--- src/rtl/checksum_fold_scheduler_pkg.sv ---
// ----------------------------------------------------------------------------
// checksum_fold_scheduler_pkg
// Shared definitions for the checksum fold/finalise engine:
//   - FSM state encodings (IDLE, FOLD1, FOLD2, OUT)
//   - CSUM_OK: folded value of a header that verifies
//   - fold16(): one 16-bit end-around-carry fold step on the 34-bit accumulator
// ----------------------------------------------------------------------------
package checksum_fold_scheduler_pkg;

    localparam logic [1:0] ST_IDLE  = 2'd0;
    localparam logic [1:0] ST_FOLD1 = 2'd1;
    localparam logic [1:0] ST_FOLD2 = 2'd2;
    localparam logic [1:0] ST_OUT   = 2'd3;

    localparam logic [15:0] CSUM_OK = 16'hFFFF;

    // Adds the upper 18 bits back onto the low 16. Two applications always
    // suffice for any 32-bit sum plus 16-bit addend.
    function automatic logic [33:0] fold16(input logic [33:0] x);
        return {18'd0, x[15:0]} + {16'd0, x[33:16]};
    endfunction

endpackage

--- src/rtl/checksum_rr_arbiter.sv ---
// ----------------------------------------------------------------------------
// checksum_rr_arbiter
// Purely combinational round-robin arbiter. The winner is the first candidate
// (request & mask) found searching from i_rr_ptr upward, wrapping at N_REQ.
// The pointer itself is held by the caller.
// Ports:
//   i_req    N_REQ  request vector
//   i_mask   N_REQ  1 = requester enabled
//   i_rr_ptr ID_W   search start index (must be < N_REQ)
//   i_en     1      arbitration enabled; when 0 no grant is issued
//   o_grant  N_REQ  one-hot grant (all-zero when no winner)
//   o_idx    ID_W   encoded winner index (0 when no winner)
//   o_any    1      a winner exists
// ----------------------------------------------------------------------------
module checksum_rr_arbiter #(
    parameter int N_REQ = 4,
    parameter int ID_W  = 2
) (
    input  logic [N_REQ-1:0] i_req,
    input  logic [N_REQ-1:0] i_mask,
    input  logic [ID_W-1:0]  i_rr_ptr,
    input  logic             i_en,
    output logic [N_REQ-1:0] o_grant,
    output logic [ID_W-1:0]  o_idx,
    output logic             o_any
);

    logic [N_REQ-1:0] w_cand;
    logic [ID_W:0]    w_pos;

    assign w_cand = i_req & i_mask & {N_REQ{i_en}};

    always_comb begin
        o_grant = '0;
        o_idx   = '0;
        o_any   = 1'b0;
        w_pos   = '0;
        for (int k = 0; k < N_REQ; k++) begin
            // One extra bit holds rr_ptr + k before the modulo wrap.
            w_pos = {1'b0, i_rr_ptr} + (ID_W+1)'(k);
            if (w_pos >= (ID_W+1)'(N_REQ)) begin
                w_pos = w_pos - (ID_W+1)'(N_REQ);
            end
            if (!o_any && w_cand[w_pos[ID_W-1:0]]) begin
                o_any                   = 1'b1;
                o_idx                   = w_pos[ID_W-1:0];
                o_grant[w_pos[ID_W-1:0]] = 1'b1;
            end
        end
    end

endmodule

--- src/rtl/checksum_fold_scheduler.sv ---
// ----------------------------------------------------------------------------
// checksum_fold_scheduler
// Shared IPv4 header-checksum fold/finalise engine. Requesters submit a 32-bit
// partial sum plus a 16-bit addend; one is granted round-robin, folded twice to
// 16 bits with end-around carry, and returned complemented with a verify flag
// and the owning requester ID. Latency accept -> res_valid is 3 cycles.
// Ports:
//   AXI_ACLK     in   clock, rising edge
//   AXI_RESET    in   synchronous active-high reset
//   req_valid    in   N_REQ      per-requester valid
//   req_ready    out  N_REQ      one-hot grant
//   req_sum      in   N_REQ*32   partial sums, requester i at [32*i +: 32]
//   req_addend   in   N_REQ*16   addends, requester i at [16*i +: 16]
//   req_mask     in   N_REQ      1 = requester may be granted
//   res_valid    out  result valid
//   res_ready    in   result consumer ready
//   res_id       out  ID_W       requester owning the result
//   res_csum     out  16         complemented folded sum
//   res_ok       out  folded sum == 16'hFFFF
//   busy         out  engine not idle
//   grant_count  out  CNT_W      accepted requests, saturating
// ----------------------------------------------------------------------------
module checksum_fold_scheduler
    import checksum_fold_scheduler_pkg::*;
#(
    parameter int N_REQ = 4,
    parameter int ID_W  = 2,
    parameter int CNT_W = 32
) (
    input  logic                AXI_ACLK,
    input  logic                AXI_RESET,
    input  logic [N_REQ-1:0]    req_valid,
    output logic [N_REQ-1:0]    req_ready,
    input  logic [N_REQ*32-1:0] req_sum,
    input  logic [N_REQ*16-1:0] req_addend,
    input  logic [N_REQ-1:0]    req_mask,
    output logic                res_valid,
    input  logic                res_ready,
    output logic [ID_W-1:0]     res_id,
    output logic [15:0]         res_csum,
    output logic                res_ok,
    output logic                busy,
    output logic [CNT_W-1:0]    grant_count
);

    logic [1:0]       r_state;
    logic [ID_W-1:0]  r_rr_ptr;
    logic [ID_W-1:0]  r_id;
    logic [33:0]      r_acc;
    logic             r_res_valid;
    logic [15:0]      r_res_csum;
    logic             r_res_ok;
    logic [ID_W-1:0]  r_res_id;
    logic [CNT_W-1:0] r_cnt;

    logic             w_arb_en;
    logic [N_REQ-1:0] w_grant;
    logic [ID_W-1:0]  w_idx;
    logic             w_accept;
    logic [31:0]      w_sel_sum;
    logic [15:0]      w_sel_add;
    logic [33:0]      w_load;
    logic [33:0]      w_fold;
    logic [ID_W-1:0]  w_rr_next;

    // A new request can be taken while idle, or in OUT on the same edge the
    // current result is consumed, giving back-to-back accepts every 3 cycles.
    assign w_arb_en = (r_state == ST_IDLE) || ((r_state == ST_OUT) && res_ready);

    checksum_rr_arbiter #(
        .N_REQ (N_REQ),
        .ID_W  (ID_W)
    ) u_arb (
        .i_req    (req_valid),
        .i_mask   (req_mask),
        .i_rr_ptr (r_rr_ptr),
        .i_en     (w_arb_en),
        .o_grant  (w_grant),
        .o_idx    (w_idx),
        .o_any    (w_accept)
    );

    // Operands are taken only from the granted requester.
    always_comb begin
        w_sel_sum = '0;
        w_sel_add = '0;
        for (int i = 0; i < N_REQ; i++) begin
            if (w_grant[i]) begin
                w_sel_sum = req_sum[32*i +: 32];
                w_sel_add = req_addend[16*i +: 16];
            end
        end
    end

    assign w_load    = {2'b00, w_sel_sum} + {18'd0, w_sel_add};
    assign w_fold    = fold16(r_acc);
    assign w_rr_next = (w_idx == ID_W'(N_REQ-1)) ? '0 : w_idx + 1'b1;

    always_ff @(posedge AXI_ACLK) begin
        if (AXI_RESET) begin
            r_state     <= ST_IDLE;
            r_rr_ptr    <= '0;
            r_id        <= '0;
            r_acc       <= '0;
            r_res_valid <= 1'b0;
            r_res_csum  <= '0;
            r_res_ok    <= 1'b0;
            r_res_id    <= '0;
            r_cnt       <= '0;
        end else begin
            case (r_state)
                ST_IDLE: begin
                    if (w_accept) r_state <= ST_FOLD1;
                end
                ST_FOLD1: begin
                    r_acc   <= w_fold;
                    r_state <= ST_FOLD2;
                end
                ST_FOLD2: begin
                    // Second fold lands directly in the result registers.
                    r_acc       <= w_fold;
                    r_state     <= ST_OUT;
                    r_res_valid <= 1'b1;
                    r_res_csum  <= ~w_fold[15:0];
                    r_res_ok    <= (w_fold[15:0] == CSUM_OK);
                    r_res_id    <= r_id;
                end
                ST_OUT: begin
                    if (res_ready) begin
                        r_res_valid <= 1'b0;
                        r_state     <= w_accept ? ST_FOLD1 : ST_IDLE;
                    end
                end
                default: r_state <= ST_IDLE;
            endcase

            // w_accept is only possible in IDLE or OUT, never alongside a fold.
            if (w_accept) begin
                r_acc    <= w_load;
                r_id     <= w_idx;
                r_rr_ptr <= w_rr_next;
                if (r_cnt != {CNT_W{1'b1}}) r_cnt <= r_cnt + 1'b1;
            end
        end
    end

    assign req_ready   = w_grant;
    assign res_valid   = r_res_valid;
    assign res_csum    = r_res_csum;
    assign res_ok      = r_res_ok;
    assign res_id      = r_res_id;
    assign busy        = (r_state != ST_IDLE);
    assign grant_count = r_cnt;

endmodule

--- config.mk ---
export PLATFORM = sky130hd
export DESIGN_NAME = checksum_fold_scheduler
export DESIGN_NICKNAME = d
export VERILOG_FILES = /design/src/rtl/checksum_fold_scheduler_pkg.sv /design/src/rtl/checksum_rr_arbiter.sv /design/src/rtl/checksum_fold_scheduler.sv
export SDC_FILE = /design/constraint.sdc
export NUM_CORES = 1
export LEC_CHECK = 0
export CAP_MARGIN = 0
export CORE_MARGIN = 8
export CORE_UTILIZATION = 50
export DETAILED_ROUTE_END_ITERATION = 12
export PLACE_DENSITY = 0.91
export SETUP_SLACK_MARGIN = 0.4
export SYNTH_ARGS = -nofsm -noshare
export SYNTH_HDL_FRONTEND = slang
export SYNTH_SLANG_ARGS = --single-unit
--- constraint.sdc ---
create_clock -name AXI_ACLK -period 10.05 [get_ports AXI_ACLK]
set_input_delay 1.005 -clock AXI_ACLK [delete_from_list [all_inputs] [get_ports AXI_ACLK]]
set_output_delay 1.005 -clock AXI_ACLK [all_outputs]
set_load 0.05 [all_outputs]
==> impl_results.md, run 1 <==
- Final Max Slew Viols: 0
- Root Buffer: clkbuf_16
- # hold bufs at CTS: 0
- Max FO, Critical Path: 47
- Slew headroom: 0.3441
- Post-synth ARST share: 0
- Hold Crit Class: flop to flop
- Final #Nets: 1446
- Critical path launch point type: flop
- Post-CTS Setup Bufs: 0
- First drt pass iteration count: 5
- Hold depth: 2
- Port bufs: 259
- Fin crit share: 0.7997
- CTS max path bufs: 2
- Share of layout cells above drive strength 1: 0.04485
- Detailed Route WL: 24.96 mm
- CTS tree: yes
- Maximum VDD drop: 286.4 µV
- Fill cells: 1165
- Die Ht: 138.3 µm
- Hold Violations, Final: 0
- FMAX: 124.4 MHz
- Endpoint class of the critical path: flop
- Vias in the first global route: 7960
- Cell Area, Synth: 7481 µm²
- Avg Cell Area, Syn: 7.610 µm²
- Drt drc: 0
- Power Dens Cells: 354.8 nW/µm²
- WHS: 474.4 ps
- Share of Yosys cell area claimed by the top area cell type: 0.2435
- Setup Skew: 11.29 ps
- Fin crit period: 8037 ps
- Mapped Cells: 983
- Max-cap check violation count: 0
- Number of antenna violations at the first check in global routing: 1
- RSZ-0062 raised after global routing: no
- Die width: 138.3 µm
- Synthesis-to-layout area growth: 38.50%
- Grt met3 use: 0.06678
- Register area share after synthesis: 0.2435
- EDFF count, synth: 0
- Status: finished clean
- Inserted Clock Buffers: 9
- Most Used Layer, Global Route: met2
- Final RePlAce weighted congestion: 0.9181
- Clock sink count: 91
- Synth Net Count: 1230
- YS warnings: 0
- Starting Density: 0.5128
- Hold Startpoint: res_ok
- HPWL after DPL: 20.09 mm
- Core box area: 14590 µm²
- Post-detailed-route count of antenna-violating nets: 0
- Post-synth top cells: nor2_1 (139), dfxtp_1 (91), nand2_1 (91), a21oi_1 (77), o21ai_0 (51)
- Die ar.: 19130 µm²
- Grt total ovfl: 0
- First DRT Iteration DRCs: 532
- Area of the multi-input gates: 5261 µm²
- Clk Latency, worst-skew pair: 340 ps
- # rows: 44
- Sequential cell area: 1822 µm²
- Met2 Track Usage GR: 0.4438
- Clock transition at path regs: 70 ps
- Cell variety after synth: 76
- Pin count of the biggest net entering global routing: 89
- Crit path arrival time: 8270 ps
- Met1 GRT Util: 0.2750
- Setup_tns: 0 ps
- CP top delay family: compound AO/OA/AOI/OAI gates
- Reg2reg path depth: 27
- Synth top area cells: dfxtp_1 (24%), ha_1 (7.0%), nor2_1 (7.0%)
- Setup-failing EPs final: 0
- Wirelength per Cell: 17.97 µm
- Via count: 8202
- I/O Pins: 260
- First-pass GRT wire length: 39.78 mm
- Number of synthesized register bits: 91
- Post-CTS sizing: 0
- Top FF cell, synth: dfxtp_1
- Area leader, netlist: dfxtp_1
- Critical path data required time: 10290 ps
- Most common cell in the netlist: nor2_1
- GRT Total Usage: 0.2457
- Worst Path Class, Setup: flop to flop
- Crit path buf inv count: 4
- Vias per inst: 5.905
- Worst Tran Pin Value: 983.9 ps
- H-tree level count: 3
- Worst path slowest cell: dfxtp_1
- Most used cell, CP: a21oi_1
- Lkg Pwr: 3.972 nW
- CP max stage delay: 720 ps
- Flop-to-flop setup slack: 2010 ps
- CP Depth: 27
-- flip-flops by register name (all words and copies together), names as in the netlist, named ones only --
register     flops
grant_count     32
r_acc           33
r_id             2
r_rr_ptr         1
r_state          2
res_csum        16
res_id           2
res_ok           1
res_valid        1
-- where the power goes --
group	switching (mW)	internal [mW]
Clock	0.139	0.193
Combinational	1.74	1.09
Sequential	0.0670	0.449
Total	1.94	1.73
-- cells by family (layout without fill, tap and decap cells) --
group           count (synthesis)  count (layout)  share of synthesized area
compound gates                304             304                     0.2845
xor+xnor                       65              65                    0.07610
fa+ha+maj                      44              44                    0.07560
buf+inv                        91             312                    0.05385
flops                          91              91                     0.2435
mux                            27              27                    0.04114
other cells                     0               1                          0
simple gates                  361             361                     0.2253
-- layout by cell type (no fill, tap or decap), drive strengths merged, types with 6 or more instances in the layout --
| master | n |
|---|---|
| o311ai | 7 |
| a21o | 14 |
| mux2i | 24 |
| ha | 42 |
| dfxtp | 91 |
| nor3 | 15 |
| a211oi | 35 |
| a21oi | 77 |
| nand2 | 93 |
| and3 | 9 |
| xnor2 | 37 |
| a22oi | 36 |
| clkbuf | 10 |
| xor2 | 28 |
| nand2b | 13 |
| nand3 | 23 |
| o21ai | 51 |
| buf | 7 |
| o21bai | 6 |
| inv | 31 |
| nor2 | 144 |
| o31ai | 12 |
| nand4 | 15 |
| nor2b | 9 |
| nor4 | 13 |
| clkdlybuf4s50 | 258 |
| o221ai | 7 |
-- final cells by class --
cell class / count / area share
clock inverters: 6 / 0.006279
flip-flops and latches: 91 / 0.1758
clock buffers: 10 / 0.02210
well taps: 184 / 0.02222
diodes: 1 / 0.0002415
repair buffers: 265 / 0.2541
multi-input cells: 801 / 0.5078
inverters: 31 / 0.01147
-- worst paths after layout --
path | to
min reg2reg | res_ok
max reg2reg | r_acc[30]
max | r_acc[30]
min | res_ok
-- metrics by stage --
stage | instance area [µm²] | utilization | instances | total power, mW | setup WS (ps)
finish | 10360 | 0.7102 | 1389 | 3.676 | 2013
global route | 10360 | 0.7102 | 1389 | 4.006 | 1269
CTS | 10360 | 0.7100 | 1388 | 3.655 | 2152
detailed placement | 10060 | 0.6899 | 1372 | 3.308 | 1980
global placement | 10060 | 0.6899 | 1372 | 3.257 | 2265
floorplan | 7481 | - | 983 | 2.687 | 3389
-- worst min-delay path, cell delays in order, from the launching register on --
cell and delay, ps:
dfxtp_1 310, nand2b_1 60, a21oi_1 50
-- routing by layer --
| metal | vias up | part of all wire |
|---|---|---|
| met2 | 299 | 0.50 |
| li1 | 4033 | - |
| met5 | - | 0 |
| met1 | 3826 | 0.40 |
| met4 | 0 | 0.024 |
| met3 | 44 | 0.070 |
Note: power is estimated with default switching activity, not from simulation.
==> run 2: changes to the inputs <==
--- a/config.mk
+++ b/config.mk
@@ -7,9 +7,9 @@
 export LEC_CHECK = 0
 export CAP_MARGIN = 0
 export CORE_MARGIN = 8
-export CORE_UTILIZATION = 50
+export CORE_UTILIZATION = 47
 export DETAILED_ROUTE_END_ITERATION = 12
-export PLACE_DENSITY = 0.91
+export PLACE_DENSITY = 0.87
 export SETUP_SLACK_MARGIN = 0.4
 export SYNTH_ARGS = -nofsm -noshare
 export SYNTH_HDL_FRONTEND = slang
==> constraint.sdc (replaced) <==
create_clock -name AXI_ACLK -period 7.75 [get_ports AXI_ACLK]
set_input_delay 0.775 -clock AXI_ACLK [delete_from_list [all_inputs] [get_ports AXI_ACLK]]
set_output_delay 0.775 -clock AXI_ACLK [all_outputs]
set_load 0.05 [all_outputs]
==> impl_results.md, run 2 (synthesis gave the netlist of run 1 again) <==
- H-tree level count: 3 (unchanged)
- Power Dens Cells: 461.7 nW/µm² (+30%)
- Most frequent cells in the layout: clkdlybuf4s50_1 (258), nor2_1 (139), nand2_1 (91)
- HPWL after DPL: 20.42 mm (+1.6%)
- # rows: 46 (+4.5%)
- Largest reg by FF count: r_acc
- Port bufs: 259 (unchanged)
- Grt total ovfl: 0 (unchanged)
- Final RePlAce weighted congestion: 0.9351 (+1.9%)
- RSZ-0062 raised after global routing: no
- Final #Nets: 1451 (+0.35%)
- Vias in the first global route: 8127 (+2.1%)
- WHS: 473.9 ps (-0.4330 ps)
- First DRT Iteration DRCs: 415 (-22%)
- Hold Violations, Final: 0 (unchanged)
- Post-detailed-route count of antenna-violating nets: 0 (unchanged)
- Critical path data required time: 7980 ps (-2310 ps)
- Drt drc: 0 (unchanged)
- I/O Pins: 260 (unchanged)
- Lkg Pwr: 4.011 nW (+0.97%)
- Hold Startpoint: r_acc[18]
- Setup_tns: 0 ps (unchanged)
- CP max stage delay: 730 ps (about the same)
- Via count: 8129 (-0.89%)
- Max reg flops: 33 (unchanged)
- Layout Cells excl Fill: 1426 (+2.7%)
- Final Core Density: 0.6660 (-0.04418)
- Clock sink count: 91 (unchanged)
- Slew headroom: 0.3489 (+0.004838)
- Wirelength per Cell: 17.60 µm (-2.1%)
- Die ar.: 20210 µm² (+5.6%)
- First-pass GRT wire length: 40.05 mm (+0.68%)
- CTS tree: yes
- Synthesis-to-layout area growth: 39.89%
- Status: finished clean
- CTS max path bufs: 2 (unchanged)
- Hold Crit Class: flop to flop
- Detailed Route WL: 25.09 mm (+0.52%)
- Worst Path Class, Setup: input pin to flop
- Fin crit share: 0.8725
- Maximum VDD drop: 359.5 µV (+26%)
- Critical path launch point type: input pin
- Vias per inst: 5.701 (-3.5%)
- First drt pass iteration count: 6 (+1)
- Max FO, Critical Path: 21 (-55%)
- Die Ht: 142.2 µm (+2.8%)
- Clock transition at path regs: 60 ps (about the same)
- Placed cell count: 1409 (+2.7%)
- Total power: 4.832 mW (+31%)
- Final Max Slew Viols: 0 (unchanged)
- Fin crit period: 6762 ps
- Inserted Clock Buffers: 9 (unchanged)
- Commonest non-fill, non-tap cell in the layout: clkdlybuf4s50_1
- Root Buffer: clkbuf_16
- Crit path arrival time: 6990 ps (-1280 ps)
- Starting Density: 0.4761 (-0.03667)
- Worst path slowest cell: a21oi_1
- Share of layout cells above drive strength 1: 0.04967 (+0.004818)
- Number of antenna violations at the first check in global routing: 1 (unchanged)
- # hold bufs at CTS: 0 (unchanged)
- Most used cell, CP: a21oi_1
- Max-cap check violation count: 0 (unchanged)
- Pin count of the biggest net entering global routing: 89 (unchanged)
- Endpoint class of the critical path: flop
- Timing startpoint of the critical path: res_ready
- Critical R2R Launch: r_rr_ptr[1]
- Clk Latency, worst-skew pair: 340 ps (about the same)
- FMAX: 147.9 MHz
- Die width: 142.2 µm (+2.8%)
- Setup-failing EPs final: 0 (unchanged)
- GRT Total Usage: 0.2419 (-0.003855)
- Worst Tran Pin Value: 976.7 ps (-7.257 ps)
- Setup Skew: 6.827 ps (-4.467 ps)
- Core box area: 15710 µm² (+7.7%)
-- run 2: worst max-delay path, delay by kind of cell --
| kind | cells | cell delay (ps) |
|---|---|---|
| adder cells (fa/ha/maj) | 2 | 470 |
| AO/OA/AOI/OAI | 14 | 3640 |
| buffers and inverters | 3 | 800 |
| AND/OR/NAND/NOR | 6 | 1280 |
-- run 2: repair_timing --
action,in CTS,in global routing
buffers inserted,0,0
hold endpoints to repair,0,0
resized for setup,0,2
setup endpoints to repair,0,1
-- run 2: final timing paths --
path,cells after the start,slack (ps),end
max,25,990,r_acc[30]
min,2,470,r_acc[18]
max reg2reg,27,1070,r_acc[30]
min reg2reg,2,470,r_acc[18]
-- run 2: power breakdown --
part	total (mW)	internal (mW)	switching, mW
clock network	0.462	0.282	0.181
logic	3.71	1.44	2.28
registers	0.658	0.582	0.0757
total	4.83	2.30	2.53
-- run 2: cell type report --
cell class                      instances  area (µm²)
Antenna cell                            2       5.005
Clock buffer                            9       225.2
Fill cell                            1323        5248
Inverter                               31       118.9
Timing Repair Buffer                  270        2670
Tap cell                              216       270.3
Clock inverter                          6       91.34
Sequential cell                        91        1823
Multi-Input combinational cell        801        5261
-- run 2: metal layers --
layer | vias to the layer above | share of wire | GRT usage
li1 | 4027 | - | -
met1 | 3754 | 0.40 | 0.2712
met2 | 305 | 0.50 | 0.4352
met3 | 43 | 0.074 | 0.06105
met4 | 0 | 0.025 | 0.08197
met5 | - | 0 | 0
-- run 2: metrics by stage --
step                area, µm²  setup WS [ps]
floorplan                7481           1319
finish                  10470          988.4
global placement        10140          807.4
CTS                     10460          801.5
global route            10460          462.2
detailed placement      10140          531.5
